--- config.mk ---
export PLATFORM = sky130hd
export DESIGN_NAME = seq_detector_param_flat
export DESIGN_NICKNAME = d
export VERILOG_FILES = /design/src/rtl/seq_detector_param_if.sv /design/src/rtl/seq_detector_param.sv /design/src/flat_wrapper.sv
export SDC_FILE = /design/constraint.sdc
export NUM_CORES = 1
export LEC_CHECK = 0
export ABC_AREA = 0
export BUFFER_PORTS_ARGS = -buffer_cell sky130_fd_sc_hd__buf_2
export CORE_MARGIN = 2
export CORE_UTILIZATION = 50
export DETAILED_ROUTE_END_ITERATION = 10
export PLACE_DENSITY = 0.75
export SYNTH_ARGS = -nofsm -noshare
export SYNTH_HDL_FRONTEND = slang
export SYNTH_SLANG_ARGS = --single-unit
export TNS_END_PERCENT = 10
--- constraint.sdc ---
create_clock -name clk -period 2.5 [get_ports clk]
set_clock_uncertainty 0.15 [all_clocks]
set_input_delay 0.375 -clock clk [delete_from_list [all_inputs] [get_ports clk]]
set_output_delay 0.375 -clock clk [all_outputs]
set_load 0.005 [all_outputs]
--- src/rtl/seq_detector_param_if.sv ---
// Bus bundle for seq_detector_param: pattern load, serial data and match results.
// The bench drives through master; the detector connects through slave.
interface seq_detector_param_if #(
  parameter int unsigned MAX_LEN = 8,
  parameter int unsigned CNT_W   = 8
);
  localparam int unsigned LW = $clog2(MAX_LEN + 1);

  logic               load;
  logic [MAX_LEN-1:0] pat_in;
  logic [LW-1:0]      len_in;
  logic               ovl_in;
  logic               in_valid;
  logic               in;
  logic               out;
  logic               match_q;
  logic [CNT_W-1:0]   match_cnt;

  modport master (
    output load, pat_in, len_in, ovl_in, in_valid, in,
    input  out, match_q, match_cnt
  );

  modport slave (
    input  load, pat_in, len_in, ovl_in, in_valid, in,
    output out, match_q, match_cnt
  );
endinterface

--- src/rtl/seq_detector_param.sv ---
// Runtime-programmable serial pattern detector with a Mealy match output,
// a registered match flag and a saturating match counter.
module seq_detector_param #(
  parameter int unsigned MAX_LEN = 8,
  parameter int unsigned CNT_W   = 8
) (
  input logic                 clk,
  input logic                 reset,
  seq_detector_param_if.slave bus
);
  localparam int unsigned LW      = $clog2(MAX_LEN + 1);
  localparam int unsigned HW      = MAX_LEN - 1;
  localparam int unsigned RST_LEN = (MAX_LEN < 3) ? MAX_LEN : 3;

  logic [MAX_LEN-1:0] pat;
  logic [LW-1:0]      len;
  logic               ovl;
  logic [HW-1:0]      hist;
  logic [LW-1:0]      fill;
  logic               match_q;
  logic [CNT_W-1:0]   match_cnt;

  logic [MAX_LEN-1:0] win;
  logic [MAX_LEN-1:0] mask;
  logic [LW-1:0]      len_last;
  logic [LW-1:0]      len_clamped;
  logic               hit;
  logic               out_c;

  // Window of the newest MAX_LEN bits, compared only over the active length.
  always_comb begin
    win      = {hist, bus.in};
    len_last = len - LW'(1);
    for (int unsigned i = 0; i < MAX_LEN; i++) begin
      mask[i] = (LW'(i) < len);
    end
    hit   = ((win ^ pat) & mask) == '0;
    out_c = !bus.load && bus.in_valid && (fill == len_last) && hit;
  end

  always_comb begin
    len_clamped = bus.len_in;
    if (bus.len_in == '0) begin
      len_clamped = LW'(1);
    end else if (bus.len_in > LW'(MAX_LEN)) begin
      len_clamped = LW'(MAX_LEN);
    end
  end

  always_ff @(posedge clk or posedge reset) begin
    if (reset) begin
      pat       <= MAX_LEN'(5);
      len       <= LW'(RST_LEN);
      ovl       <= 1'b1;
      hist      <= '0;
      fill      <= '0;
      match_q   <= 1'b0;
      match_cnt <= '0;
    end else if (bus.load) begin
      pat       <= bus.pat_in;
      len       <= len_clamped;
      ovl       <= bus.ovl_in;
      hist      <= '0;
      fill      <= '0;
      match_q   <= 1'b0;
      match_cnt <= '0;
    end else begin
      match_q <= out_c;
      if (bus.in_valid) begin
        hist <= win[HW-1:0];
        // Non-overlap mode restarts the history count after each match.
        if (out_c && !ovl) begin
          fill <= '0;
        end else if (fill != len_last) begin
          fill <= fill + LW'(1);
        end
      end
      if (out_c && (match_cnt != '1)) begin
        match_cnt <= match_cnt + CNT_W'(1);
      end
    end
  end

  assign bus.out       = out_c;
  assign bus.match_q   = match_q;
  assign bus.match_cnt = match_cnt;
endmodule

--- src/flat_wrapper.sv ---
// flat-port wrapper written by rule: the top's interface ports become plain ports
module seq_detector_param_flat 
#(
  parameter int unsigned MAX_LEN = 8,
  parameter int unsigned CNT_W   = 8
)
  (clk, reset, bus_load, bus_pat_in, bus_len_in, bus_ovl_in, bus_in_valid, bus_in, bus_out, bus_match_q, bus_match_cnt);
  seq_detector_param_if #(.MAX_LEN(MAX_LEN), .CNT_W(CNT_W)) bus_i ();
  input logic clk;
  input logic reset;
  input wire logic [$bits(bus_i.load)-1:0] bus_load;
  input wire logic [$bits(bus_i.pat_in)-1:0] bus_pat_in;
  input wire logic [$bits(bus_i.len_in)-1:0] bus_len_in;
  input wire logic [$bits(bus_i.ovl_in)-1:0] bus_ovl_in;
  input wire logic [$bits(bus_i.in_valid)-1:0] bus_in_valid;
  input wire logic [$bits(bus_i.in)-1:0] bus_in;
  output wire logic [$bits(bus_i.out)-1:0] bus_out;
  output wire logic [$bits(bus_i.match_q)-1:0] bus_match_q;
  output wire logic [$bits(bus_i.match_cnt)-1:0] bus_match_cnt;
  assign bus_i.load = bus_load;
  assign bus_i.pat_in = bus_pat_in;
  assign bus_i.len_in = bus_len_in;
  assign bus_i.ovl_in = bus_ovl_in;
  assign bus_i.in_valid = bus_in_valid;
  assign bus_i.in = bus_in;
  assign bus_out = bus_i.out;
  assign bus_match_q = bus_i.match_q;
  assign bus_match_cnt = bus_i.match_cnt;
  seq_detector_param #(.MAX_LEN(MAX_LEN), .CNT_W(CNT_W)) u_core (.clk(clk), .reset(reset), .bus(bus_i));
endmodule
* After elaboration in Yosys (flattened, before gate mapping)
Index checks and enable logic that the tools add are counted.
** Word-level totals
- Input bits :: 18
- Output and inout port bits :: 10
- Word-level logic and storage cells :: 48
- Bits in registers :: 33
** Cells by class
- Bitwise operators :: 2
- Reductions and logical operators :: 13
- Add/subtract/negate cells :: 3
- Eq/ne operators :: 3
- $lt $le $gt $ge :: 9
- Muxes and demuxes :: 11
** Operators by type and width (number)
- 2-to-1 mux 4 bit :: 6
- < comparator 3 x 4 -> 1 bit, first input constant :: 4
- 2-to-1 mux 8 bit :: 2
- 2-to-1 mux 7 bit :: 2
- adder 8 x 1 -> 8 bit, second input constant :: 1
- bitwise AND 8 bit :: 1
- logical NOT 8 bit :: 1
- < comparator 1 x 4 -> 1 bit, first input constant :: 2
- < comparator 2 x 4 -> 1 bit, first input constant :: 2
- inequality test 8 bit, second input constant :: 1
- bitwise XOR 8 bit :: 1
- logical AND 1 bit :: 5
- adder 4 x 1 -> 4 bit, second input constant :: 1
- == test 4 bit :: 1
- greater-than comparator 4 bit, second input constant :: 1
- logical NOT 4 bit :: 1
- inequality test 4 bit :: 1
- nonzero test 2 bit :: 2
- subtractor 4 x 1 -> 4 bit, second input constant :: 1
- nonzero test 3 bit :: 1
- logical NOT 1 bit :: 2
- AND reduction 2 bit :: 1
- 2-to-1 mux 1 bit :: 1

* Depth between registers and ports, before layout
- Word-level depth :: 8
- Depth in mapped cells :: 9
- Gate-level depth less buffers :: 8

* Least setup slack after synthesis
Ideal clock, no wire load.
- Path type :: reg-to-reg
- Start :: register u_core.len[0]
- End :: register u_core.match_cnt[3] (netlist: u_core.bus.match_cnt[3])
- Arrival time :: 2.595 ns
- Clock period less this slack :: 2.824 ns
- Path buffers :: 1
- Setup slack :: -0.324 ns
- Library setup time :: 0.078 ns
- Stages on the path, launching flop included :: 10
- Data required time :: 2.272 ns
- Cells stage by stage :: dfstp_2 inv_1 ha_1 xor2_1 a211oi_1 o2111ai_1 or4_1 buf_2 or3_1 a21oi_1
** On the way
- Cells in the longest elaborated chain, start to end :: 6
- Elaborated cells on any way between the ends :: 16
- Those cells by class :: add/sub: 1; order compare: 8; eq/ne: 1; bitwise: 1; reduce/logical: 5
** RTL lines
- start, declared :: RTL line seq_detector_param.sv:16 : logic [LW-1:0] len;
- start signal, assigned :: RTL line seq_detector_param.sv:53 : len <= LW'(RST_LEN);
- start signal, assigned :: RTL line seq_detector_param.sv:61 : len <= len_clamped;
- subtractor 4 x 1 -> 4 bit (tied with other cells) :: RTL line seq_detector_param.sv:33 : len_last = len - LW'(1);
- == test 4 bit or bitwise AND 8 bit (tied branches) :: RTL line seq_detector_param.sv:38, seq_detector_param.sv:37
- logical AND 1 bit or logical NOT 8 bit (tied branches) :: RTL line seq_detector_param.sv:38, seq_detector_param.sv:37
- logical AND 1 bit (*) :: RTL line seq_detector_param.sv:38 : out_c = !bus.load && bus.in_valid && (fill == len_last) && hit;
- logical AND 1 bit (*) :: RTL line seq_detector_param.sv:78 : if (out_c && (match_cnt != '1)) begin
- nonzero test 2 bit (no line) (*)
- end signal, assigned :: RTL line seq_detector_param.sv:79 : match_cnt <= match_cnt + CNT_W'(1);
- end, declared :: RTL line seq_detector_param.sv:21 : logic [CNT_W-1:0] match_cnt;
Mark *: on every way between the ends. The rest lies on a longest branch, timed or not.
A chain may end at the register's enable or synchronous reset.

* Worst setup path after layout
- Start :: register u_core.len[0]
- End :: output bus_out
** On the way
- Cells in the longest elaborated chain, start to end :: 4
- Elaborated cells on any way between the ends :: 14
- Those cells by class :: add/sub: 1; order compare: 8; eq/ne: 1; bitwise: 1; reduce/logical: 3
** RTL lines
- subtractor 4 x 1 -> 4 bit (tied with other cells) :: RTL line seq_detector_param.sv:33
- == test 4 bit or bitwise AND 8 bit (tied branches) :: RTL line seq_detector_param.sv:38, seq_detector_param.sv:37
- logical AND 1 bit or logical NOT 8 bit (tied branches) :: RTL line seq_detector_param.sv:38, seq_detector_param.sv:37
- logical AND 1 bit (*) :: RTL line seq_detector_param.sv:38
- end, declared :: RTL line flat_wrapper.sv:17 : output wire logic [$bits(bus_i.out)-1:0] bus_out;
Marked as above.

==> summary.md <==
| Metric | Value |
|---|---|
| Status | `finished with violations` |
| Failing checks | `setup timing` |
| Type of the worst setup path | `reg -> out` |
| FF+latch count, synth | `33` |
| Root Driver | `clkbuf_4` |
| PD cells | `564 nW/um2` |
| Number of distinct library cells after synthesis | `42` |
| Met3 wire length | `155 um` |
| Die H | `62.8 um` |
| Worst slew pin tran | `0.546 ns` |
| Crit path launch type | `flip-flop` |
| Met2 WL | `2.10 mm` |
| Largest net degree at the start of global routing | `37` |
| Max stage delay on crit path | `0.47 ns` |
| Max FO, Critical Path | `3` |
| Highest metal used | `met4` |
| Routed WL | `4.07 mm` |
| WHS Path Cells | `2` |
| Worst-Skew Late Latency | `0.35 ns` |
| Combinational share of power | `18.3%` |
| Area of the multi-input gates | `913 um2` |
| RSZ-0062 raised after global routing | `yes` |
| Final period utilization | `116%` |
| Vias in the first global route | `1445` |
| FF+latch area | `832 um2` |
| EDFF count, synth | `0` |
| First-pass GRT wire length | `6.71 mm` |
| Detailed placement HPWL | `2.74 mm` |
| Rows | `21` |
| Worst Slack Setup Final | `-0.409 ns` |
| CTS Sinks | `33` |
| Final hold violation count | `0` |
| Worst EP arrival | `2.38 ns` |
| DR pass1 iterations | `4` |
| Clk pwr share | `34.2%` |
| PortBufs | `27` |
| Overflow after GRT | `0` |
| Via Count | `1398` |
| Gr usage total | `22.4%` |
| Routed length on met1 | `1.77 mm` |
| Fin area | `2230 um2` |
| Mapped Nets | `186` |
| Int Power | `0.000922 W` |
| CTS clk-pin slew, worst paths | `0.10 ns` |
| Initial Util | `51.8%` |
| Die Wd | `62.8 um` |
| Max Clk Rate | `344 MHz` |
| RD Place Congestion | `0.902` |
| Placed inst area | `2080 um2` |
| H-tree depth | `2` |
| Worst min path class | `in -> reg` |
| Synthesis Warnings | `0` |
| Vias/cell | `5.42` |
| Seq pwr share | `47.5%` |
| Synth area leader | `dfrtp_1` |
| CTS max path bufs | `2` |
| Nets@finish | `235` |
| Final core utilization | `66.7%` |
| Final min period | `2.91 ns` |
| Die area | `3940 um2` |
| Most numerous cell in the Yosys netlist | `dfrtp_1` |
| Worst vdd ir | `374 uV` |
| Largest cells by area after synthesis | `dfrtp_1 (41%), dfstp_2 (7.6%), mux2_2 (5.9%)` |
| Relative slew slack | `63.5%` |
| Final setup viols | `12` |
| Worst path slowest cell | `a222oi_1` |
| DRC viols | `0` |
| Post-placement setup slack | `-0.253 ns` |
| Initial antenna violation count | `0` |
| Syn Inst Count | `162` |
| Mapped Avg Cell Area | `10.7 um2` |
| Switch Pwr | `0.000333 W` |
| Sw Share | `26.6%` |
| WL per Instance | `15.8 um` |
| ANT cells | `0` |
| CORE AREA | `3340 um2` |
| Share of cells above drive strength 1 | `37.3%` |
| Sequential cell area fraction in the yosys report | `48.1%` |
| Fillers | `275` |
| R2R cell count | `11` |
| Fin. max-slew vios | `0` |
| Placed cell count | `247` |
| CTS tree | `done` |
| Max Cap Viol | `0` |
| CP endpoint kind | `output pin` |
| CP required | `1.98 ns` |
| Cell Count, Final, Fillers Out | `258` |
| Area of the mapped netlist | `1730 um2` |
| Ys flop type | `dfrtp_1` |
| Final ANT Viol Nets | `0` |
| Commonest cells post-synth | `dfrtp_1 (28), nor2_1 (12), mux2i_1 (10), o21ai_0 (10), mux2_2 (9)` |
| CP cell instances | `inv_4 > ha_4 > or3b_1 > a222oi_1 > nand3_1 > buf_6 > nor3_4 > buf_2` |
| Leakage power | `1.07 nW` |
| TNS Setup | `-3.15 ns` |
| P&R area growth vs syn | `28.8%` |
| TritonCTS buffer count | `5` |
| Yosys top cell area share | `40.5%` |
| I/O Pins | `28` |
| DRT iter0 DRCs | `40` |
| Async S/R FF share, synth | `100%` |
-- placed cells by master (no fill, tap or decap), drive strengths merged, types with 4 or more instances in the layout --
cell and count:
nor3 5, xor2 8, a21oi 4, dfstp 5
nand3 4, o21ai 10, mux2 9, or3 6
nand2 8, buf 47, xnor2 6, nor2 12
mux2i 10, dfrtp 28, ha 6, clkbuf 7
inv 6
-- stage by stage --
step                total power, W  hold slack, ns
floorplan                 0.000733           0.331
global placement          0.000800           0.322
detailed placement        0.000814           0.337
CTS                        0.00124          0.0969
global route               0.00132          0.0863
finish                     0.00126           0.103
-- metal layers --
metal	track usage, %	vias to the layer above
met5	0	-
met4	7.50	0
met3	7.03	4
li1	-	677
met1	27.0	685
met2	37.9	32
-- logic make-up (layout without fill, tap and decap cells) --
logic type,Yosys count,in the layout,share of synthesized area [%]
and+or+nand+nor,54,54,17.2
xor gates and xnor gates,14,14,7.09
buffers and inverters,12,62,2.68
adders and majority gates,6,6,4.34
AOI/OAI and AO/OA,24,24,8.90
DFF,33,33,48.1
muxes,19,19,11.7
-- worst paths after layout --
| path | from | to | slack, ns |
|---|---|---|---|
| hold / removal | bus_pat_in[7] | u_core.pat[7] | 0.10 |
| max in group asynchronous | reset | u_core.len[1] | 1.37 |
| hold reg to reg | u_core.bus.match_cnt[4] | u_core.bus.match_cnt[4] | 0.38 |
| min in group asynchronous | reset | u_core.hist[0] | 0.49 |
| setup / recovery | u_core.len[0] | bus_out | -0.41 |
| setup reg to reg | u_core.len[0] | u_core.bus.match_cnt[4] | -0.37 |
-- critical path: cells and delay by family (launching register included) --
family,cells,cell delay (ns)
adders and majority gates,1,0.12
and+or+nand+nor,3,0.65
AOI/OAI and AO/OA,1,0.47
DFF,1,0.41
buffers and inverters,3,0.39
-- cell type report --
cell class	count	area share (%)
Multi-Input combinational cell	117	41.0
Sequential cell	33	37.4
Timing Repair Buffer	48	14.0
Tap cell	46	2.58
Clock buffer	7	2.47
Clock inverter	1	1.35
Inverter	6	1.24
-- timing repair --
action	CTS	global route
hold buffers	1	0
pin swaps	2	4
setup endpoints to repair	8	13
setup buffers	0	2
endpoints found under the hold margin	28	0
gates resized for setup	3	3
-- sequential cells by signal, summed over array words and instances, names as in the netlist --
name                  count
u_core.fill               4
u_core.len                4
u_core.hist               7
u_core.pat                8
u_core.bus.match_cnt      8
u_core.bus.match_q        1
u_core.ovl                1
-- power groups by stage --
stage | clock [W] | sequential [W] | combinational [W]
after global placement | 0 | 0.000602 | 0.000198
final | 0.000429 | 0.000596 | 0.000230
after global routing | 0.000462 | 0.000601 | 0.000253
after detailed placement | 0 | 0.000605 | 0.000209
after CTS | 0.000431 | 0.000596 | 0.000216
after floorplan | 0 | 0.000601 | 0.000132
Power figures use the tool's default switching activity.
